$ cat src/rtl/matrix_stream_loader.sv
// Serial pixel loader: packs a row-major rows x cols frame into the flattened
// max_rows x max_cols operand of the 3x3 convolution stage. Optional pix_last
// framing check: define MATRIX_LOADER_LAST_CHECK_EN.
module matrix_stream_loader #(
  parameter int unsigned total_bits = 16,
  parameter int unsigned max_rows   = 8,
  parameter int unsigned max_cols   = 8
) (
  input  logic                                  clk,
  input  logic                                  rst_n,
  input  logic                                  start,
  input  logic [3:0]                            rows,
  input  logic [3:0]                            cols,
  input  logic                                  pix_valid,
  input  logic [total_bits-1:0]                 pix_data,
  input  logic                                  pix_last,
  output logic                                  pix_ready,
  output logic [max_rows*max_cols*total_bits-1:0] matrix_data,
  output logic                                  busy,
  output logic                                  load_done,
  output logic                                  err
);

  localparam int unsigned MAT_W = max_rows * max_cols * total_bits;
  localparam int unsigned IDX_W = $clog2(MAT_W);

  typedef enum logic [1:0] {IDLE, LOAD, DONE} state_e;

  state_e             state_q, state_d;
  logic [3:0]         row_q, row_d, col_q, col_d;
  logic [3:0]         rows_q, rows_d, cols_q, cols_d;
  logic [MAT_W-1:0]   matrix_q, matrix_d;
  logic               err_q, err_d;

  logic               size_ok_c;
  logic               final_c;
  logic [IDX_W-1:0]   wr_idx_c;

  assign size_ok_c = (rows >= 4'd3) && (32'(rows) <= max_rows) &&
                     (cols >= 4'd3) && (32'(cols) <= max_cols);
  assign final_c   = (row_q == rows_q - 4'd1) && (col_q == cols_q - 4'd1);
  assign wr_idx_c  = (IDX_W'(row_q) * IDX_W'(max_cols) + IDX_W'(col_q)) * IDX_W'(total_bits);

`ifndef MATRIX_LOADER_LAST_CHECK_EN
  logic unused_last;
  assign unused_last = pix_last;
`endif

  // Next-state: frame acceptance, slot write and row-major counter advance.
  always_comb begin
    state_d  = state_q;
    row_d    = row_q;
    col_d    = col_q;
    rows_d   = rows_q;
    cols_d   = cols_q;
    matrix_d = matrix_q;
    err_d    = 1'b0;
    case (state_q)
      IDLE, DONE: begin
        if (start) begin
          if (size_ok_c) begin
            rows_d   = rows;
            cols_d   = cols;
            row_d    = 4'd0;
            col_d    = 4'd0;
            matrix_d = '0;
            state_d  = LOAD;
          end else begin
            err_d = 1'b1;
          end
        end
      end
      LOAD: begin
        if (pix_valid) begin
          matrix_d[wr_idx_c +: total_bits] = pix_data;
          if (col_q == cols_q - 4'd1) begin
            col_d = 4'd0;
            row_d = row_q + 4'd1;
          end else begin
            col_d = col_q + 4'd1;
          end
          if (final_c) state_d = DONE;
`ifdef MATRIX_LOADER_LAST_CHECK_EN
          // Early pix_last aborts the frame; a missing one is flagged but tolerated.
          if (pix_last && !final_c) begin
            err_d    = 1'b1;
            state_d  = IDLE;
            matrix_d = '0;
          end else if (!pix_last && final_c) begin
            err_d = 1'b1;
          end
`endif
        end
      end
      default: state_d = IDLE;
    endcase
  end

  always_ff @(posedge clk or negedge rst_n) begin
    if (!rst_n) begin
      state_q  <= IDLE;
      row_q    <= 4'd0;
      col_q    <= 4'd0;
      rows_q   <= 4'd0;
      cols_q   <= 4'd0;
      matrix_q <= '0;
      err_q    <= 1'b0;
    end else begin
      state_q  <= state_d;
      row_q    <= row_d;
      col_q    <= col_d;
      rows_q   <= rows_d;
      cols_q   <= cols_d;
      matrix_q <= matrix_d;
      err_q    <= err_d;
    end
  end

  // Status outputs are pure decodes of the state register.
  assign pix_ready   = (state_q == LOAD);
  assign busy        = (state_q == LOAD);
  assign load_done   = (state_q == DONE);
  assign err         = err_q;
  assign matrix_data = matrix_q;

endmodule

$ cat config.mk
export PLATFORM = sky130hd
export DESIGN_NAME = matrix_stream_loader
export DESIGN_NICKNAME = d
export VERILOG_FILES = /design/src/rtl/matrix_stream_loader.sv
export SDC_FILE = /design/constraint.sdc
export NUM_CORES = 2
export LEC_CHECK = 0
export ABC_AREA = 1
export CAP_MARGIN = 20
export CORE_AREA = 10 10 406 408
export CTS_CLUSTER_DIAMETER = 30
export DETAILED_ROUTE_END_ITERATION = 16
export DIE_AREA = 0 0 416 418
export GPL_TIMING_DRIVEN = 0
export PLACE_DENSITY = 0.5
export SLEW_MARGIN = 40
export SYNTH_ARGS = -nofsm -noshare
export SYNTH_HDL_FRONTEND = slang
export SYNTH_SLANG_ARGS = --single-unit
$ cat constraint.sdc
create_clock -name clk -period 3.8 [get_ports clk]
set_input_delay 0.76 -clock clk [delete_from_list [all_inputs] [get_ports clk]]
set_output_delay 0.76 -clock clk [all_outputs]
set_load 0.05 [all_outputs]
## Word level (Yosys, flattened, before mapping)

Cells that the tools add are included.

- Register bits: 1043
- Latch bits: 0
- RAM bits: 0
- ROM bits: 0
- Input bits: 29
- Word-level logic and storage cells: 60
- Memories kept: 0

- Add/sub/neg operators: 6
- Multipliers: 0
- Divide/modulo/power cells: 0
- Magnitude comparators: 4
- Equal/unequal tests: 9
- Shift operators: 2
- Mux-type cells: 21
- Bitwise operators: 0
- Reduce and logical (&&, ||, !) cells: 11

Operators by type and width:

| operator | number |
|---|---|
| two-way mux 1024 bit | 3 |
| one-hot mux 1024 bit (2 select lines) | 1 |
| bitwise mux 1024 bit | 1 |
| variable shift 16 x 12 -> 1024 bit, first input constant | 1 |
| variable part select 16 x 12 -> 1024 bit | 1 |
| two-way mux 4 bit | 6 |
| one-hot mux 4 bit (2 select lines) | 2 |
| negator 10 -> 12 bit | 1 |
| adder 4 x 1 -> 4 bit, second input constant | 2 |
| == test 4 bit | 2 |
| greater-or-equal comparator 4 x 2 -> 1 bit, second input constant | 2 |
| less-or-equal comparator 4 bit, second input constant | 2 |
| two-way mux 2 bit | 4 |
| AND reduction 4 bit | 2 |
| subtractor 4 x 1 -> 4 bit, second input constant | 2 |
| adder 6 x 4 -> 6 bit | 1 |
| != test 2 bit, second input constant | 3 |
| AND reduction 5 bit | 1 |
| logical AND 1 bit | 4 |
| != test 2 x 1 -> 1 bit, second input constant | 2 |
| one-hot mux 2 bit (2 select lines) | 1 |
| two-way mux 1 bit | 3 |
| AND reduction 3 bit | 1 |
| == test 2 x 1 -> 1 bit, second input constant | 1 |
| 4 further kinds | 4 |

## Depth between registers and ports, before layout

- Depth after elaboration: 7
- Mapped depth: 16
- Gate-level depth less buffers: 15

## Least setup slack after synthesis

No wires, ideal clock.

- Path kind: register to output
- From: register state_q[1]
- To: output pix_ready
- Data arrival time: 1.804 ns
- Required time: 3.040 ns
- Path slack: 1.236 ns
- Stages on the path, launching flop included: 7
- Cells stage by stage: dfrtp_1 inv_1 nand2_1 inv_1 buf_2 buf_1 buf_4

- Longest elaborated chain between the ends: 1

RTL lines:

| element | RTL line | RTL |
|---|---|---|
| start, declared | 29 | `state_e state_q, state_d;` |
| start signal, assigned | 109 | `state_q <= state_d;` |
| == test 2 x 1 -> 1 bit | n/a |  |
| end, declared | 17 | `output logic pix_ready,` |

No other way between the ends.

## Worst setup path after layout

- From: register col_q[1]
- To: register matrix_q[623] (netlist: matrix_data[623])

- Longest elaborated chain between the ends: 6

RTL lines:

| element | RTL line | RTL |
|---|---|---|
| start, declared | 30 | `logic [3:0] row_q, row_d, col_q, col_d;` |
| start signal, assigned | 111 | `col_q <= col_d;` |
| adder 6 x 4 -> 6 bit * | 42 | `assign wr_idx_c = (IDX_W'(row_q) * IDX_W'(max_cols) + IDX_W'(col_q)) * IDX_W'(total_bits);` |
| negator 10 -> 12 bit * | 75 | `matrix_d[wr_idx_c +: total_bits] = pix_data;` |
| variable part select 16 x 12 -> 1024 bit or variable shift 16 x 12 -> 1024 bit (tied branches) | 75 |  |
| bitwise mux 1024 bit * | 75 |  |
| two-way mux 1024 bit * | 74 | `if (pix_valid) begin` |
| one-hot mux 1024 bit (2 select lines) * | 58 | `case (state_q)` |
| end signal, assigned | 114 | `matrix_q <= matrix_d;` |
| end, declared | 32 | `logic [MAT_W-1:0] matrix_q, matrix_d;` |

Every way passes the cells marked *; elsewhere a longest branch is shown, timed or not. The select of a mux whose other input is x is not followed.
A chain may end at the register's enable or synchronous reset.

==> flow_metrics.env <==
export IMPL_result_of_the_run="completed"
export IMPL_antenna_violations_before_repair=12
export IMPL_first_global_vias=42860
export IMPL_timing_critical_path_arrival_ns=4.46
export IMPL_r2r_setup_slack_ns=0.15
export IMPL_topRoutingLayerUsed="met5"
export IMPL_finalMaxSlewViolations=0
export IMPL_post_synth_inst_count=5081
export IMPL_synthMuxAreaShare_pct=0
export IMPL_crit_path_frequent_cell="nand2_1"
export IMPL_worst_ep_required_time_ns=4.62
export IMPL_detailedRoute_firstIterationViolations=3768
export IMPL_pin_slew_with_the_least_headroom_to_its_limit_ns=0.8809
export IMPL_grt_setup_unrepaired="false"
export IMPL_first_pass_detailed_route_iteration_total=5
export IMPL_dpl_hpwl_um=181800
export IMPL_max_freq_ghz=0.2742
export IMPL_routed_via_density=4.867
export IMPL_yosysMostFrequentCell="nand2_1"
export IMPL_post_route_min_period_ns=3.647
export IMPL_largest_family_of_logic_cells_by_synthesized_area="simple AND/OR/NAND/NOR gates"
export IMPL_wl_um=238100
export IMPL_dieArea_sq_um=173900
export IMPL_timing_reg2reg_worst_path_depth=10
export IMPL_cp_slowest_cell="clkbuf_1"
export IMPL_fp_dieH_um=418
export IMPL_insertion_delay_ns=0.89
export IMPL_final_cells=8784
export IMPL_end_kind="flop"
export IMPL_placedCellCount=8220
export IMPL_hold_viol=0
export IMPL_crit_type="reg2reg"
export IMPL_yosys_area_top_type="dfrtp_1"
export IMPL_crit_chain="inv_1, ha_1, clkbuf_1, nand4_2, nor2_4, nand2_1, nor2_2, buf_2, nand2_1, nand2_1"
export IMPL_placement_io_buffers=1055
export IMPL_cts_sinks=1043
export IMPL_fin_skew_ns=0.05415
export IMPL_grt_first_pass_wirelength_um=331000
export IMPL_netlist_area_sq_um=43650
export IMPL_start_util_pct=27.79
export IMPL_preCtsSetupSlack_ns=-0.5330
export IMPL_wire_per_inst_um=27.10
export IMPL_clock_tree_from_tritoncts="done"
export IMPL_design_final_nets=6515
export IMPL_multi_input_area_sq_um=15420
export IMPL_setup_total_negative_slack_ns=0
export IMPL_grt_max_degree=106
export IMPL_slowest_delay_ns=0.59
export IMPL_synthXorXnorAreaFrac_pct=0.3353
export IMPL_clk_path_buf_depth=4
export IMPL_syn_area_per_cell_sq_um=8.592
export IMPL_post_route_drc_count=0
export IMPL_clock_tree_root_cell="clkbuf_16"
export IMPL_die_width_um=416
export IMPL_ctsHtreeMaxLevel=5
export IMPL_synth_nets=5119
export IMPL_fraction_of_the_yosys_area_taken_by_sequential_cells_pct=59.79
export IMPL_worst_r2r_startpoint="col_q[1]$_DFFE_PN0P_"
export IMPL_globalRouteOverflowTotal=0
export IMPL_cts_inserted_buffers=310
export IMPL_most_instantiated_flip_flop_cell_in_the_synthesis_netlist="dfrtp_1"
export IMPL_vias_after_detailed_routing=42750
export IMPL_min_to="matrix_data[252]$_DFFE_PN0P_"
export IMPL_power_density_nw_per_um2=763.8
export IMPL_synthArstFlopShare_pct=100.0
export IMPL_reg_to_reg_critical_path_endpoint="matrix_data[623]$_DFFE_PN0P_"
export IMPL_yosys_register_bits=1043
export IMPL_drt_met1_wl_um=91020
export IMPL_final_layout_size_suffix_gt1_share_pct=12.06
export IMPL_detail_route_antenna_nets=0
export IMPL_share_of_the_synthesized_area_in_compound_gates_ao_oa_aoi_oai_pct=3.580
export IMPL_post_synth_main_area_contributors="dfrtp_1 60%, nand2_1 18%, nand3_1 9.7%"
export IMPL_routabilityCongestion=0.8874
export IMPL_areaGrowthSynthToFinish_pct=55.69
export IMPL_yosys_warnings=0
export IMPL_area_sequential_sq_um=26100
export IMPL_detailroute_wirelength_met3_um=18580
export IMPL_power_static_leakage_nw=33.62
export IMPL_filler_cell_count=15680
export IMPL_critical_path_start_type="flop"
export IMPL_global_route_usage_total_pct=26.32
export IMPL_yosys_area_top_type_share_pct=59.79
export IMPL_hold_path_start="matrix_data[252]$_DFFE_PN0P_"
export IMPL_max_cap_violation_count=0
export IMPL_placeableCoreArea_sq_um=157100
export IMPL_synth_commonest_cells="2065 x nand2_1, 1043 x dfrtp_1, 843 x nand3_1, 259 x o21ai_0, 172 x inv_1"
export IMPL_layout_worst_path_cycle_share_pct=95.99
export IMPL_timing_slew_headroom_pct=41.09
export IMPL_instance_count_along_the_most_critical_hold_path=2
export IMPL_hold_class="reg2reg"
export IMPL_routed_wl_met2_um=114400
export IMPL_critical_path_peak_fanout=10
export IMPL_placementRows=146
export IMPL_synth_edff_count=0
export IMPL_synth_simple_area_share_pct=31.06
export IMPL_clkSlewWorstSetupHoldPaths_ns=0.04
export IMPL_setup_viol=0
export IMPL_post_synth_num_cell_types=34
export IMPL_vdd_ir_drop_max_mv=0.6072
export IMPL_final_setup_worst_slack_ns=0.1526
export IMPL_io_pin_count=1057
export IMPL_post_synth_fa_ha_maj_area_fraction_pct=0.2580
registers in the layout (all words and copies together) (netlist names):
register and cells:
col_q 4, cols_q 4, err 1, matrix_data 1024
row_q 4, rows_q 4, state_q 2
what timing repair did:
action | 4_1_cts | 5_1_grt
gates cloned | 0 | 0
gates resized for setup | 6 | 5
endpoints found under the setup margin | 45 | 89
hold endpoints to repair | 96 | 0
hold buffers | 1 | 0
pin swaps | 1 | 5
buffers inserted | 3 | 12
cells by family (layout without fill, tap and decap cells):
kind of cell	count (synthesis)	count (layout)
other	0	10
AOI/OAI and AO/OA	302	302
xor gates and xnor gates	15	15
buffers and inverters	513	2134
DFF	1043	1043
and+or+nand+nor	3199	3199
adders and majority gates	9	9
critical path: cells and delay by family (launching register included):
kind,cells,cell delay [ns]
DFF,1,0.50
buffers and inverters,3,1.09
adders and majority gates,1,0.39
and+or+nand+nor,6,1.57
metrics by stage:
stage	hold WS (ns)	utilization, %	total power [mW]	area (sq um)
floorplan	0.4644	-	19.46	43650
global placement	0.4529	36.16	25.62	56810
detailed placement	0.4570	36.40	25.77	57190
CTS	0.4373	43.15	52.10	67800
global route	0.4796	43.26	53.59	67960
finish	0.4638	43.26	51.91	67960
per-layer routing:
layer / up-vias / track usage, %
met5: - / 0
met4: 4 / 14.12
met3: 501 / 7.987
met2: 1806 / 44.01
met1: 21210 / 30.19
li1: 19240 / -
power by group:
part | total, mW | switching (mW) | leakage [nW] | internal, mW
combinational | 13.4 | 10.6 | 13.9 | 2.76
clock | 26.2 | 7.49 | 5.16 | 18.7
sequential | 12.3 | 0.505 | 14.5 | 11.8
how the worst max path moves through the flow:
| stage | start | endpoint | slack (ns) | cells past startpoint |
|---|---|---|---|---|
| after floorplan | state_q[1]$_DFFE_PN0P_ | pix_ready | 1.24 | 6 |
| after global placement | rst_n | matrix_data[378]$_DFFE_PN0P_ | -48.83 | 1 |
| after detailed placement | rows[0] | matrix_data[794]$_DFFE_PN0P_ | -0.53 | 14 |
| after CTS | state_q[1]$_DFFE_PN0P_ | busy | 0.06 | 6 |
| after global routing | row_q[0]$_DFFE_PN0P_ | matrix_data[525]$_DFFE_PN0P_ | 0.02 | 13 |
| final | col_q[1]$_DFFE_PN0P_ | matrix_data[623]$_DFFE_PN0P_ | 0.15 | 10 |
area by class of cell:
cell class,instances,share of cell area [%]
clock inverter,117,2.487
multi-input combinational,3525,22.68
sequential,1043,38.40
antenna,10,0.03682
timing repair buffer,1084,16.28
inverter,194,1.071
clock buffer,420,13.04
buffer,319,2.178
tap,2072,3.815
cells in the final DEF, fill, tap and decap left out, types with 10 or more instances in the layout:
| cell type | count |
|---|---|
| buf_1 | 34 |
| buf_16 | 13 |
| buf_2 | 151 |
| buf_4 | 29 |
| bufinv_16 | 39 |
| clkbuf_1 | 142 |
| clkbuf_16 | 313 |
| clkbuf_2 | 22 |
| clkbuf_8 | 63 |
| clkdlybuf4s50_1 | 1049 |
| clkinv_1 | 15 |
| clkinv_2 | 45 |
| clkinvlp_4 | 20 |
| dfrtp_1 | 1043 |
| diode_2 | 10 |
| inv_1 | 172 |
| nand2_1 | 2065 |
| nand3_1 | 843 |
| nand3_2 | 16 |
| nand4_1 | 20 |
| nor2_1 | 163 |
| nor2_2 | 19 |
| nor2_4 | 24 |
| nor3_1 | 33 |
| o21ai_0 | 259 |
| o21ai_1 | 23 |
No activity file was read; power rests on OpenSTA's default activity.
